**config.mk**
```make
export PLATFORM = sky130hd
export DESIGN_NAME = fetch_queue_flat
export DESIGN_NICKNAME = d
export VERILOG_FILES = /design/src/rtl/fetch_queue_if.sv /design/src/rtl/fetch_queue.sv /design/src/flat_wrapper.sv
export SDC_FILE = /design/constraint.sdc
export NUM_CORES = 1
export LEC_CHECK = 0
export ABC_AREA = 0
export CAP_MARGIN = 20
export CORE_ASPECT_RATIO = 1.5
export CORE_MARGIN = 2
export CORE_UTILIZATION = 55
export CTS_BUF_LIST = sky130_fd_sc_hd__clkbuf_4 sky130_fd_sc_hd__clkbuf_8 sky130_fd_sc_hd__clkbuf_16
export CTS_CLUSTER_SIZE = 24
export DETAILED_ROUTE_END_ITERATION = 10
export PLACE_DENSITY_LB_ADDON = 0.08
export SYNTH_ARGS = -nofsm -noshare
export SYNTH_HDL_FRONTEND = slang
export SYNTH_SLANG_ARGS = --single-unit
export TNS_END_PERCENT = 50
```
**constraint.sdc**
```tcl
create_clock -name clk -period 7.5 [get_ports clk]
set_input_delay 1.5 -clock clk [delete_from_list [all_inputs] [get_ports clk]]
set_output_delay 1.5 -clock clk [all_outputs]
set_load 0.01 [all_outputs]
```
**src/rtl/fetch_queue_if.sv**
```systemverilog
// fetch_queue_if: instruction-memory request/response channel.
// master = fetch front end, slave = instruction memory.
interface fetch_queue_if #(
   parameter int ADDRESS_BITS = 32
);
   logic                    imem_req_valid;
   logic [ADDRESS_BITS-1:0] imem_req_addr;
   logic                    imem_req_ready;
   logic                    imem_resp_valid;
   logic [31:0]             imem_resp_data;

   modport master (
      output imem_req_valid,
      output imem_req_addr,
      input  imem_req_ready,
      input  imem_resp_valid,
      input  imem_resp_data
   );

   modport slave (
      input  imem_req_valid,
      input  imem_req_addr,
      output imem_req_ready,
      output imem_resp_valid,
      output imem_resp_data
   );
endinterface

```
**src/rtl/fetch_queue.sv**
```systemverilog
// fetch_queue: sequential instruction fetch into a DEPTH-entry {pc, inst}
// queue. Redirects flush the queue and drop responses still in flight.
// Optional build macro FETCH_MISALIGN_CHECK_EN adds the fetch_misalign flag,
// which halts fetch after a redirect to a non-word-aligned target.
module fetch_queue #(
   parameter int                      ADDRESS_BITS = 32,
   parameter int                      DEPTH        = 4,
   parameter logic [ADDRESS_BITS-1:0] RESET_PC     = '0
) (
   input  logic                      clk,
   input  logic                      rst,
   fetch_queue_if.master             imem,
   input  logic                      redirect_valid,
   input  logic [ADDRESS_BITS-1:0]   redirect_pc,
   input  logic                      fetch_stop,
   output logic                      out_valid,
   output logic [ADDRESS_BITS-1:0]   out_pc,
   output logic [31:0]               out_inst,
   input  logic                      out_ready,
   output logic [$clog2(DEPTH):0]    occupancy
`ifdef FETCH_MISALIGN_CHECK_EN
   ,
   output logic                      fetch_misalign
`endif
);

   localparam int PW = $clog2(DEPTH);
   localparam int CW = PW + 1;

   logic [ADDRESS_BITS-1:0] fetch_pc_q, fetch_pc_d;
   logic [PW-1:0]           wr_ptr_q, wr_ptr_d, rd_ptr_q, rd_ptr_d;
   logic [PW-1:0]           sh_wr_q, sh_wr_d, sh_rd_q, sh_rd_d;
   logic [CW-1:0]           count_q, count_d;
   logic [CW-1:0]           inflight_q, inflight_d;
   logic [CW-1:0]           drop_q, drop_d;

   logic [ADDRESS_BITS-1:0] pc_mem_q   [DEPTH];
   logic [31:0]             inst_mem_q [DEPTH];
   logic [ADDRESS_BITS-1:0] shpc_mem_q [DEPTH];

   logic                    accept, resp, push, pop, blocked;
   logic [CW:0]             live;
   logic [ADDRESS_BITS-1:0] redir_pc_al;

   // Entries already queued plus responses that will still be kept.
   assign live        = {1'b0, count_q} + {1'b0, inflight_q} - {1'b0, drop_q};
   assign redir_pc_al = redirect_pc & ~ADDRESS_BITS'(3);

   // inflight is also capped at DEPTH so the issue-PC shadow FIFO cannot
   // overrun while stale responses from a flushed stream are still pending.
   assign imem.imem_req_valid = rst && !redirect_valid && !fetch_stop && !blocked &&
                                (live < (CW+1)'(DEPTH)) && (inflight_q < CW'(DEPTH));
   assign imem.imem_req_addr  = fetch_pc_q;

   assign accept = imem.imem_req_valid && imem.imem_req_ready;
   assign resp   = imem.imem_resp_valid;

   assign out_valid = (count_q != '0);
   assign out_pc    = out_valid ? pc_mem_q[rd_ptr_q]   : '0;
   assign out_inst  = out_valid ? inst_mem_q[rd_ptr_q] : '0;
   assign occupancy = count_q;

`ifdef FETCH_MISALIGN_CHECK_EN
   logic misalign_q, misalign_d;

   // Every redirect re-evaluates alignment; aligned targets clear the flag.
   always_comb begin
      misalign_d = misalign_q;
      if (redirect_valid) misalign_d = |redirect_pc[1:0];
   end

   // Misalign flag register.
   always_ff @(posedge clk) begin
      if (!rst) misalign_q <= 1'b0;
      else      misalign_q <= misalign_d;
   end

   assign blocked        = misalign_q;
   assign fetch_misalign = misalign_q;
`else
   assign blocked = 1'b0;
`endif

   // Next-state for fetch PC, queue pointers and in-flight bookkeeping.
   always_comb begin
      fetch_pc_d = fetch_pc_q;
      wr_ptr_d   = wr_ptr_q;
      rd_ptr_d   = rd_ptr_q;
      sh_wr_d    = sh_wr_q;
      sh_rd_d    = sh_rd_q;
      count_d    = count_q;
      drop_d     = drop_q;
      push       = 1'b0;
      pop        = 1'b0;
      inflight_d = inflight_q + CW'(accept) - CW'(resp);
      if (accept) begin
         fetch_pc_d = fetch_pc_q + ADDRESS_BITS'(4);
         sh_wr_d    = sh_wr_q + PW'(1);
      end
      // Every response retires one shadow entry, kept or dropped.
      if (resp) sh_rd_d = sh_rd_q + PW'(1);
      if (redirect_valid) begin
         // A response landing in the redirect cycle is stale too.
         fetch_pc_d = redir_pc_al;
         wr_ptr_d   = '0;
         rd_ptr_d   = '0;
         count_d    = '0;
         drop_d     = inflight_q - CW'(resp);
      end else begin
         if (resp) begin
            if (drop_q != '0) drop_d = drop_q - CW'(1);
            else              push   = 1'b1;
         end
         pop = out_valid && out_ready;
         if (push) wr_ptr_d = wr_ptr_q + PW'(1);
         if (pop)  rd_ptr_d = rd_ptr_q + PW'(1);
         count_d = count_q + CW'(push) - CW'(pop);
      end
   end

   // Control state register with synchronous active-low reset.
   always_ff @(posedge clk) begin
      if (!rst) begin
         fetch_pc_q <= RESET_PC;
         wr_ptr_q   <= '0;
         rd_ptr_q   <= '0;
         sh_wr_q    <= '0;
         sh_rd_q    <= '0;
         count_q    <= '0;
         inflight_q <= '0;
         drop_q     <= '0;
      end else begin
         fetch_pc_q <= fetch_pc_d;
         wr_ptr_q   <= wr_ptr_d;
         rd_ptr_q   <= rd_ptr_d;
         sh_wr_q    <= sh_wr_d;
         sh_rd_q    <= sh_rd_d;
         count_q    <= count_d;
         inflight_q <= inflight_d;
         drop_q     <= drop_d;
      end
   end

   // Data storage: issue-PC shadow on accept, {pc, inst} queue on push.
   always_ff @(posedge clk) begin
      if (accept) shpc_mem_q[sh_wr_q] <= fetch_pc_q;
      if (push) begin
         pc_mem_q[wr_ptr_q]   <= shpc_mem_q[sh_rd_q];
         inst_mem_q[wr_ptr_q] <= imem.imem_resp_data;
      end
   end

endmodule

```
**src/flat_wrapper.sv**
```systemverilog
// flat-port wrapper written by rule: the top's interface ports become plain ports
module fetch_queue_flat 
#(
   parameter int                      ADDRESS_BITS = 32,
   parameter int                      DEPTH        = 4,
   parameter logic [ADDRESS_BITS-1:0] RESET_PC     = '0
)
  (clk, rst, redirect_valid, redirect_pc, fetch_stop, out_valid, out_pc, out_inst, out_ready, occupancy, imem_imem_req_valid, imem_imem_req_addr, imem_imem_req_ready, imem_imem_resp_valid, imem_imem_resp_data);
  fetch_queue_if #(.ADDRESS_BITS(ADDRESS_BITS)) imem_i ();
  input  logic clk;
  input  logic rst;
  input  logic redirect_valid;
  input  logic [ADDRESS_BITS-1:0] redirect_pc;
  input  logic fetch_stop;
  output logic out_valid;
  output logic [ADDRESS_BITS-1:0] out_pc;
  output logic [31:0] out_inst;
  input  logic out_ready;
  output logic [$clog2(DEPTH):0] occupancy;
  output wire logic [$bits(imem_i.imem_req_valid)-1:0] imem_imem_req_valid;
  output wire logic [$bits(imem_i.imem_req_addr)-1:0] imem_imem_req_addr;
  input wire logic [$bits(imem_i.imem_req_ready)-1:0] imem_imem_req_ready;
  input wire logic [$bits(imem_i.imem_resp_valid)-1:0] imem_imem_resp_valid;
  input wire logic [$bits(imem_i.imem_resp_data)-1:0] imem_imem_resp_data;
  assign imem_imem_req_valid = imem_i.imem_req_valid;
  assign imem_imem_req_addr = imem_i.imem_req_addr;
  assign imem_i.imem_req_ready = imem_imem_req_ready;
  assign imem_i.imem_resp_valid = imem_imem_resp_valid;
  assign imem_i.imem_resp_data = imem_imem_resp_data;
  fetch_queue #(.ADDRESS_BITS(ADDRESS_BITS), .DEPTH(DEPTH), .RESET_PC(RESET_PC)) u_core (.clk(clk), .rst(rst), .imem(imem_i), .redirect_valid(redirect_valid), .redirect_pc(redirect_pc), .fetch_stop(fetch_stop), .out_valid(out_valid), .out_pc(out_pc), .out_inst(out_inst), .out_ready(out_ready), .occupancy(occupancy));
endmodule
```
==> run_results.csv <==
group,metric,value,unit
layout,final_common_cell,"edfxtp_1",
global_route,grt_max_degree,65,
layout,final_layout_size_suffix_gt1_frac,0.1599,
critical_path,critPathRequiredTime,6.00,ns
pwr,p_total,5.240,mW
clock_tree,clock_path_buffers,3,
critical_path,cp_max_fo,42,
pwr,p_seq_frac,0.512,
global_route,antenna_found_initial,0,
critical_path,worstRegToRegCells,8,
layout,syn2layout_area_growth,19.51,%
die,dieArea,0.03193,sq mm
die,die_h,217.9,um
die,rows,78,
layout,nets,1200,
layout,diodes,0,
layout,utilization,0.6646,
clock_tree,hold_buffers,0,
synth,ys_seq_elements,419,
synth,synth_flop_cell,"edfxtp_1",
timing,worst_slew_pin_slew,0.9615,ns
critical_path,path_cells,"clkdlybuf4s50_1, buf_4, nor4b_4, nand3_1, a21oi_1, clkdlybuf4s50_1",
synth,synth_area_leader_cell,"edfxtp_1",
clock_tree,clk_pin_slew_worst_paths,0.06,ns
timing,finalCritPeriodShare,0.6461,
pwr,switching_share,0.2227,
clock_tree,cts_resized,0,
synth,syn_inst,938,
timing,setup_viol,0,
synth,synth_top_area_frac,0.6590,
synth,ys_types,61,
placed_design,placed_area,0.01880,sq mm
timing,finalHoldViolCount,0,
die,pin_count,172,
critical_path,max_stage_delay,0.55,ns
timing,rsz0062_at_grt,"no",
pwr,switching_power,1.167,mW
synth,seq_area_frac_synth,0.7199,
layout,mostFrequentLayoutCells,"edfxtp_1 (368), clkdlybuf4s50_1 (165), mux4_2 (92)",
critical_path,end_kind,"output pin",
drt,routed_wl,31970,um
global_route,grt_pass1_wl,50310,um
layout,final_area,0.02004,sq mm
critical_path,cp-start-kind,"input pin",
hold_path,hp-start,"u_core.sh_wr_q[1]",
drt,drc_errors,0,
drt,vias,8823,
critical_path,path_class,"in2out",
synth,async_reset_ff_frac,0,
run,drv_cap,0,
clock_tree,postCtsSetupBuffers,0,
status,status,"completed",
global_route,track_usage,0.2055,
hold_path,hold_path_depth,2,
timing,clock.fmax,206.4,MHz
critical_path,r2r_start,"u_core.inflight_q[2]",
timing,relSlewSlack,0.3590,
synth,postSynthAreaPerCell,17.88,sq um
hold_path,holdPathEnd,"u_core.sh_wr_q[1]",
clock_tree,root_buffer,"clkbuf_16",
clock_tree,cts_max_level,2,
clock_tree,cts_made_buffers,38,
synth,syn_area,0.01677,sq mm
pwr,vdd_ir_drop_max,174.4,uV
synth,netlist_top_cells_area,"edfxtp_1 (66%), mux4_2 (12%), dfxtp_1 (6.1%), and2_1 (2.9%), ha_1 (1.5%)",
placed_design,gp_congestion,0.8139,
pwr,p_int,4.073,mW
critical_path,critPathSlowestCell,"clkdlybuf4s50_1",
clock_tree,clock-sinks,419,
critical_path,critPathArrivalTime,3.35,ns
pwr,p_per_area,261.5,mW/mm^2
pwr,p_leak,6.411,nW
placed_design,hpwlAfterDp,19200,um
pwr,p_comb_frac,0.122,
synth,yosysWarnings,0,
clock_tree,cts_tree,"built",
timing,fin_hold_ws,0.5020,ns
critical_path,crit_top_cell,"clkdlybuf4s50_1",
critical_path,r2r_end,"u_core.shpc_mem_q[0][11]",
drt,wl_per_cell,20.87,um
global_route,grt.overflow.total,0,
drt,ant_nets,0,
timing,min_period,4.846,ns
placed_design,port_buffers,165,
timing,finalSetupTns,0,ns
die,coreArea,0.03016,sq mm
drt,via_per_inst,5.759,
drt,drtIter0Drc,422,
synth,synth_edf_count,368,
timing,fin_worst_skew,0.01861,ns
pwr,clock_power_share,0.366,
critical_path,rrSetupSlack,3.32,ns
hold_path,holdCritPathClass,"reg2reg",
die,start_util,0.5561,
drt,drtPass1Iterations,5,
timing,slew_violations,0,
clock_tree,insertion_delay,0.53,ns
die,die_width,146.6,um
global_route,grt_pass1_vias,8952,
==> power by group through the flow <==
stage | Sequential, mW | Combinational, mW | Clock, mW
after floorplan | 2.71 | 0.375 | 0
after global placement | 2.73 | 0.640 | 0
after detailed placement | 2.73 | 0.650 | 0
after CTS | 2.68 | 0.652 | 1.96
after global routing | 2.69 | 0.708 | 2.05
final | 2.68 | 0.638 | 1.92
==> area by class of cell <==
| cell class | instances | area (sq um) |
|---|---|---|
| fill | 2051 | 10120 |
| clock inverter | 20 | 202.7 |
| timing repair buffer | 178 | 1749 |
| tap | 400 | 500.5 |
| multi-input combinational | 441 | 4372 |
| clock buffer | 47 | 1036 |
| inverter | 27 | 101.3 |
| sequential | 419 | 12080 |
==> worst max path at each step <==
stage                                     from  slack (ns)                        to
after floorplan           imem_imem_resp_valid        3.50   u_core.inst_mem_q[0][0]
after global placement          redirect_valid        2.36  u_core.shpc_mem_q[0][12]
after detailed placement        redirect_valid        2.32  u_core.shpc_mem_q[0][12]
after CTS                            flip-flop        2.61              out_inst[30]
after global routing                 flip-flop        2.50              out_inst[30]
final                           redirect_valid        2.65       imem_imem_req_valid
==> state kept, by name (all words and copies together), names as in the netlist, 3 cells and up, named ones only <==
name                       cells
u_core.occupancy               3
u_core.inflight_q              3
u_core.drop_q                  3
u_core.inst_mem_q            128
u_core.shpc_mem_q            120
u_core.pc_mem_q              120
u_core.imem.imem_req_addr     30
==> synthesized netlist by cell type (3+ instances only) <==
cell / n
buf_2: 8
nor2_1: 29
edfxtp_1: 368
inv_1: 25
and2_1: 77
xnor2_1: 10
a22oi_1: 7
a31oi_1: 8
o21ai_0: 8
o211ai_1: 5
a211oi_1: 3
a311oi_1: 3
fa_1: 4
nor3_1: 5
a21oi_1: 21
or4_1: 6
buf_4: 5
nand2_1: 46
and3_1: 7
dfxtp_1: 51
ha_1: 20
o31a_1: 3
o311ai_0: 5
buf_1: 7
nand3_1: 16
clkbuf_1: 32
o22ai_1: 7
xor2_1: 3
nand4_1: 9
o21a_1: 3
mux4_2: 92
or3_1: 5
==> cells by family after synthesis <==
logic type | count (synthesis) | share of synthesized area
buffers and inverters | 81 | 0.02074
and+or+nand+nor | 216 | 0.07059
DFF | 419 | 0.7199
xor gates and xnor gates | 13 | 0.006790
adders and majority gates | 24 | 0.01970
AOI/OAI and AO/OA | 90 | 0.03723
muxes | 94 | 0.1248
other | 1 | 0.0002236
==> per-stage QoR <==
stage          setup WS, ns  instances
5_1_grt               2.504       1532
3_3_place_gp          2.360       1465
4_1_cts               2.614       1532
2_1_floorplan         3.500        941
6_report              2.654       1532
3_5_place_dp          2.317       1465
==> per-layer routing <==
metal | global-route usage | part of all wire | vias up
met1 | 0.2561 | 0.40 | 4494
met4 | 0.06084 | 0.023 | 0
li1 | - | - | 4020
met5 | 0 | 0 | -
met3 | 0.03159 | 0.045 | 53
met2 | 0.3737 | 0.54 | 256
==> worst max-delay path: cells and delay by family <==
kind,cells,cell delay [ns]
compound gates,1,0.14
buf+inv,3,1.22
simple gates,2,0.48
(Power assumes the default switching activity.)
==> variant, RTL diff (same flow settings) <==
`ADDRESS_BITS` is set to 32 in 3 places; all go to 64.
--- a/src/rtl/fetch_queue_if.sv
+++ b/src/rtl/fetch_queue_if.sv
@@ -3,3 +3,3 @@
 interface fetch_queue_if #(
-   parameter int ADDRESS_BITS = 32
+   parameter int ADDRESS_BITS = 64
 );
--- a/src/rtl/fetch_queue.sv
+++ b/src/rtl/fetch_queue.sv
@@ -5,3 +5,3 @@
 module fetch_queue #(
-   parameter int                      ADDRESS_BITS = 32,
+   parameter int                      ADDRESS_BITS = 64,
    parameter int                      DEPTH        = 4,
--- a/src/flat_wrapper.sv
+++ b/src/flat_wrapper.sv
@@ -3,3 +3,3 @@
 #(
-   parameter int                      ADDRESS_BITS = 32,
+   parameter int                      ADDRESS_BITS = 64,
    parameter int                      DEPTH        = 4,
Ports: changed (resized imem_imem_req_addr, out_pc and redirect_pc); port bits go from 172 to 268. No check against the original RTL was run, so the function may have changed too.
==> variant against the unedited design <==
- worst setup slack got worse by 0.35 ns
- clock skew rose by 0.011 ns
- cell area rose by 68%
- global-route usage rose by 3.7 points
- sequential power rose by 68%
- routed wire length rose by 100%
- power rose by 65%
- highest routed layer unchanged
- synthesized area rose by 69%
- largest power group unchanged
- sequential cell count rose by 288
- critical path type unchanged
- combinational power rose by 49%
- register-to-register slack got worse by 0.49 ns
==> variant: results (changes against the unedited design) <==
----------------------------------------------------
[Min path]
  Class of the tightest hold or removal check ... reg2reg

[Critical path]
  Crit-path max FO ... 28 (-33%)
  Crit path DAT ... 3.69 ns (+0.34 ns)
  Slowest-stage cell, CP ... sky130_fd_sc_hd__clkdlybuf4s50_1
  Longest individual stage delay on the worst path ... 0.56 ns

[Clock network]
  CTS H-tree depth ... 2 (unchanged)
  Insertion delay of the later-clocked pin in the worst-skew pair ... 0.62 ns (+0.09 ns)
  Root buf cell ... sky130_fd_sc_hd__clkbuf_16
  Clock input transition at the sequential cells of the worst setup and hold paths ... 0.06 ns (about the same)
  Number of buffers added for setup after CTS ... 0 (unchanged)
  Total CTS buffers ... 61 (+61%)

[Global route]
  Number of global-route vias before repair ... 15,840 (+77%)
  Number of antenna violations at the first check in global routing ... 0 (unchanged)
  Wire length of the first global-routing pass ... 96.58 mm (+92%)
  Overall fraction of global-route tracks in use ... 24.21% (+3.7 points)
  Pin count of the biggest net entering global routing ... 97 (+49%)

[Cells and area]
  Leading registers by flop count ... u_core.pc_mem_q (248), u_core.shpc_mem_q (248), u_core.inst_mem_q (128)
  Number of nets in the final layout ... 1,972 (+64%)
  Number of antenna diodes ... 0 (unchanged)
  Fillers ... 3,490 (+70%)
  Ratio of cells with drive above 1 in the final layout ... 17.25% (+1.3 points)

[Placed design]
  Area of placed instances ... 31,570 um2 (+68%)
  Port bufs ... 261 (+58%)
  Hpwl dp ... 38.88 mm (+100%)
  Final Wtd Congestion ... 0.8757 (+7.6%)
  Setup slack after placement ... 2.082 ns (-0.2347 ns)

[Drt]
  Detailed-route wire length per cell ... 24.88 um (+19%)
  First-pass DRT Iterations ... 7 (+2)
  Routed via count divided by cell count ... 6.029 (+4.7%)
  Number of violations reported at the end of detailed-routing iteration 0 ... 1,261 (+200%)

[STA]
  Worst-case clock skew ... 0.02923 ns (+0.01062 ns)
  Transition time at the pin with the least slew margin ... 1.124 ns (+0.1622 ns)

[Synthesis]
  Cell types with the highest counts after synthesis ... sky130_fd_sc_hd__edfxtp_1, sky130_fd_sc_hd__mux4_2, sky130_fd_sc_hd__and2_1
  Predominant post-synthesis flop cell ... sky130_fd_sc_hd__edfxtp_1
  Post-synthesis async set-or-reset flop share ... 0% (unchanged)
  EDFF count, synth ... 624 (+70%)
  Number of library cell types mapped by synthesis ... 78 (+28%)
  Largest cells by area after synthesis ... sky130_fd_sc_hd__edfxtp_1, sky130_fd_sc_hd__mux4_2, sky130_fd_sc_hd__dfxtp_1
  Portion of the post-synthesis area used by sequential elements ... 72.19% (+0.20 points)

[Outcome]
  Status ... complete, no violations

[Power and ir drop]
  Worst IR Drop VDD ... 0.0002137 V (+22%)
  Static Leakage ... 10.54 nW (+64%)

----------------------------------------------------
==> variant: report_power, final <==
group / internal (W) / total (W) / switching (W)
clock: 0.00179 / 0.00317 / 0.00137
combinational: 0.000483 / 0.000951 / 0.000467
sequential: 0.00441 / 0.00451 / 0.000107
==> variant: worst max-delay path: cells and delay by family <==
kind	cells	cell delay, ns
AOI/OAI and AO/OA	1	0.16
buffers and inverters	3	1.33
and+or+nand+nor	3	0.70
==> variant: logic make-up (layout without fill, tap and decap cells) <==
logic type               count (synthesis)  after routing  synth area share, %
AO/OA/AOI/OAI                          169            169                3.866
XOR/XNOR                                15             15               0.4649
adder cells (fa/ha/maj)                 24             24                1.169
buffers and inverters                  120            431                1.824
flip-flops                             707            707                72.19
multiplexers                           159            159                12.54
other                                    1              4              0.01327
AND/OR/NAND/NOR                        387            387                7.934
==> variant: path summary, 6_finish.rpt <==
kind | start | end | slack [ns] | cells past startpoint
max | rst | imem_imem_req_valid | 2.31 | 7
min | u_core.sh_wr_q[1] | u_core.sh_wr_q[1] | 0.50 | 2
max reg2reg | u_core.occupancy[1] | u_core.imem.imem_req_addr[61] | 2.83 | 14
min reg2reg | u_core.sh_wr_q[1] | u_core.sh_wr_q[1] | 0.50 | 2
==> variant: through the flow <==
step	hold WS, ns	instances	total power [W]	util (%)
global route	0.5421	2565	0.008913	66.39
global placement	0.4709	2450	0.005527	62.30
detailed placement	0.4986	2450	0.005551	62.30
floorplan	0.4647	1585	0.005079	-
CTS	0.5070	2564	0.008687	66.33
finish	0.5006	2565	0.008630	66.39
==> variant: final cells by class <==
| cell class | count | area, um2 | share of cell area (%) |
|---|---|---|---|
| clock inverters | 36 | 365.4 | 1.086 |
| clock buffers | 78 | 1679 | 4.991 |
| flip-flops and latches | 707 | 20410 | 60.67 |
| multi-input cells | 758 | 7378 | 21.93 |
| repair buffers | 283 | 2843 | 8.450 |
| well taps | 669 | 837.1 | 2.488 |
| inverters | 34 | 127.6 | 0.3793 |
==> variant: metal layers <==
layer  vias up  share of wire, %  track usage, %
li1       6863                 -               -
met1      7932                40           32.84
met2       556                50           40.47
met3       113               6.0           3.386
met4         0               3.7           8.894
met5         -                 0               0
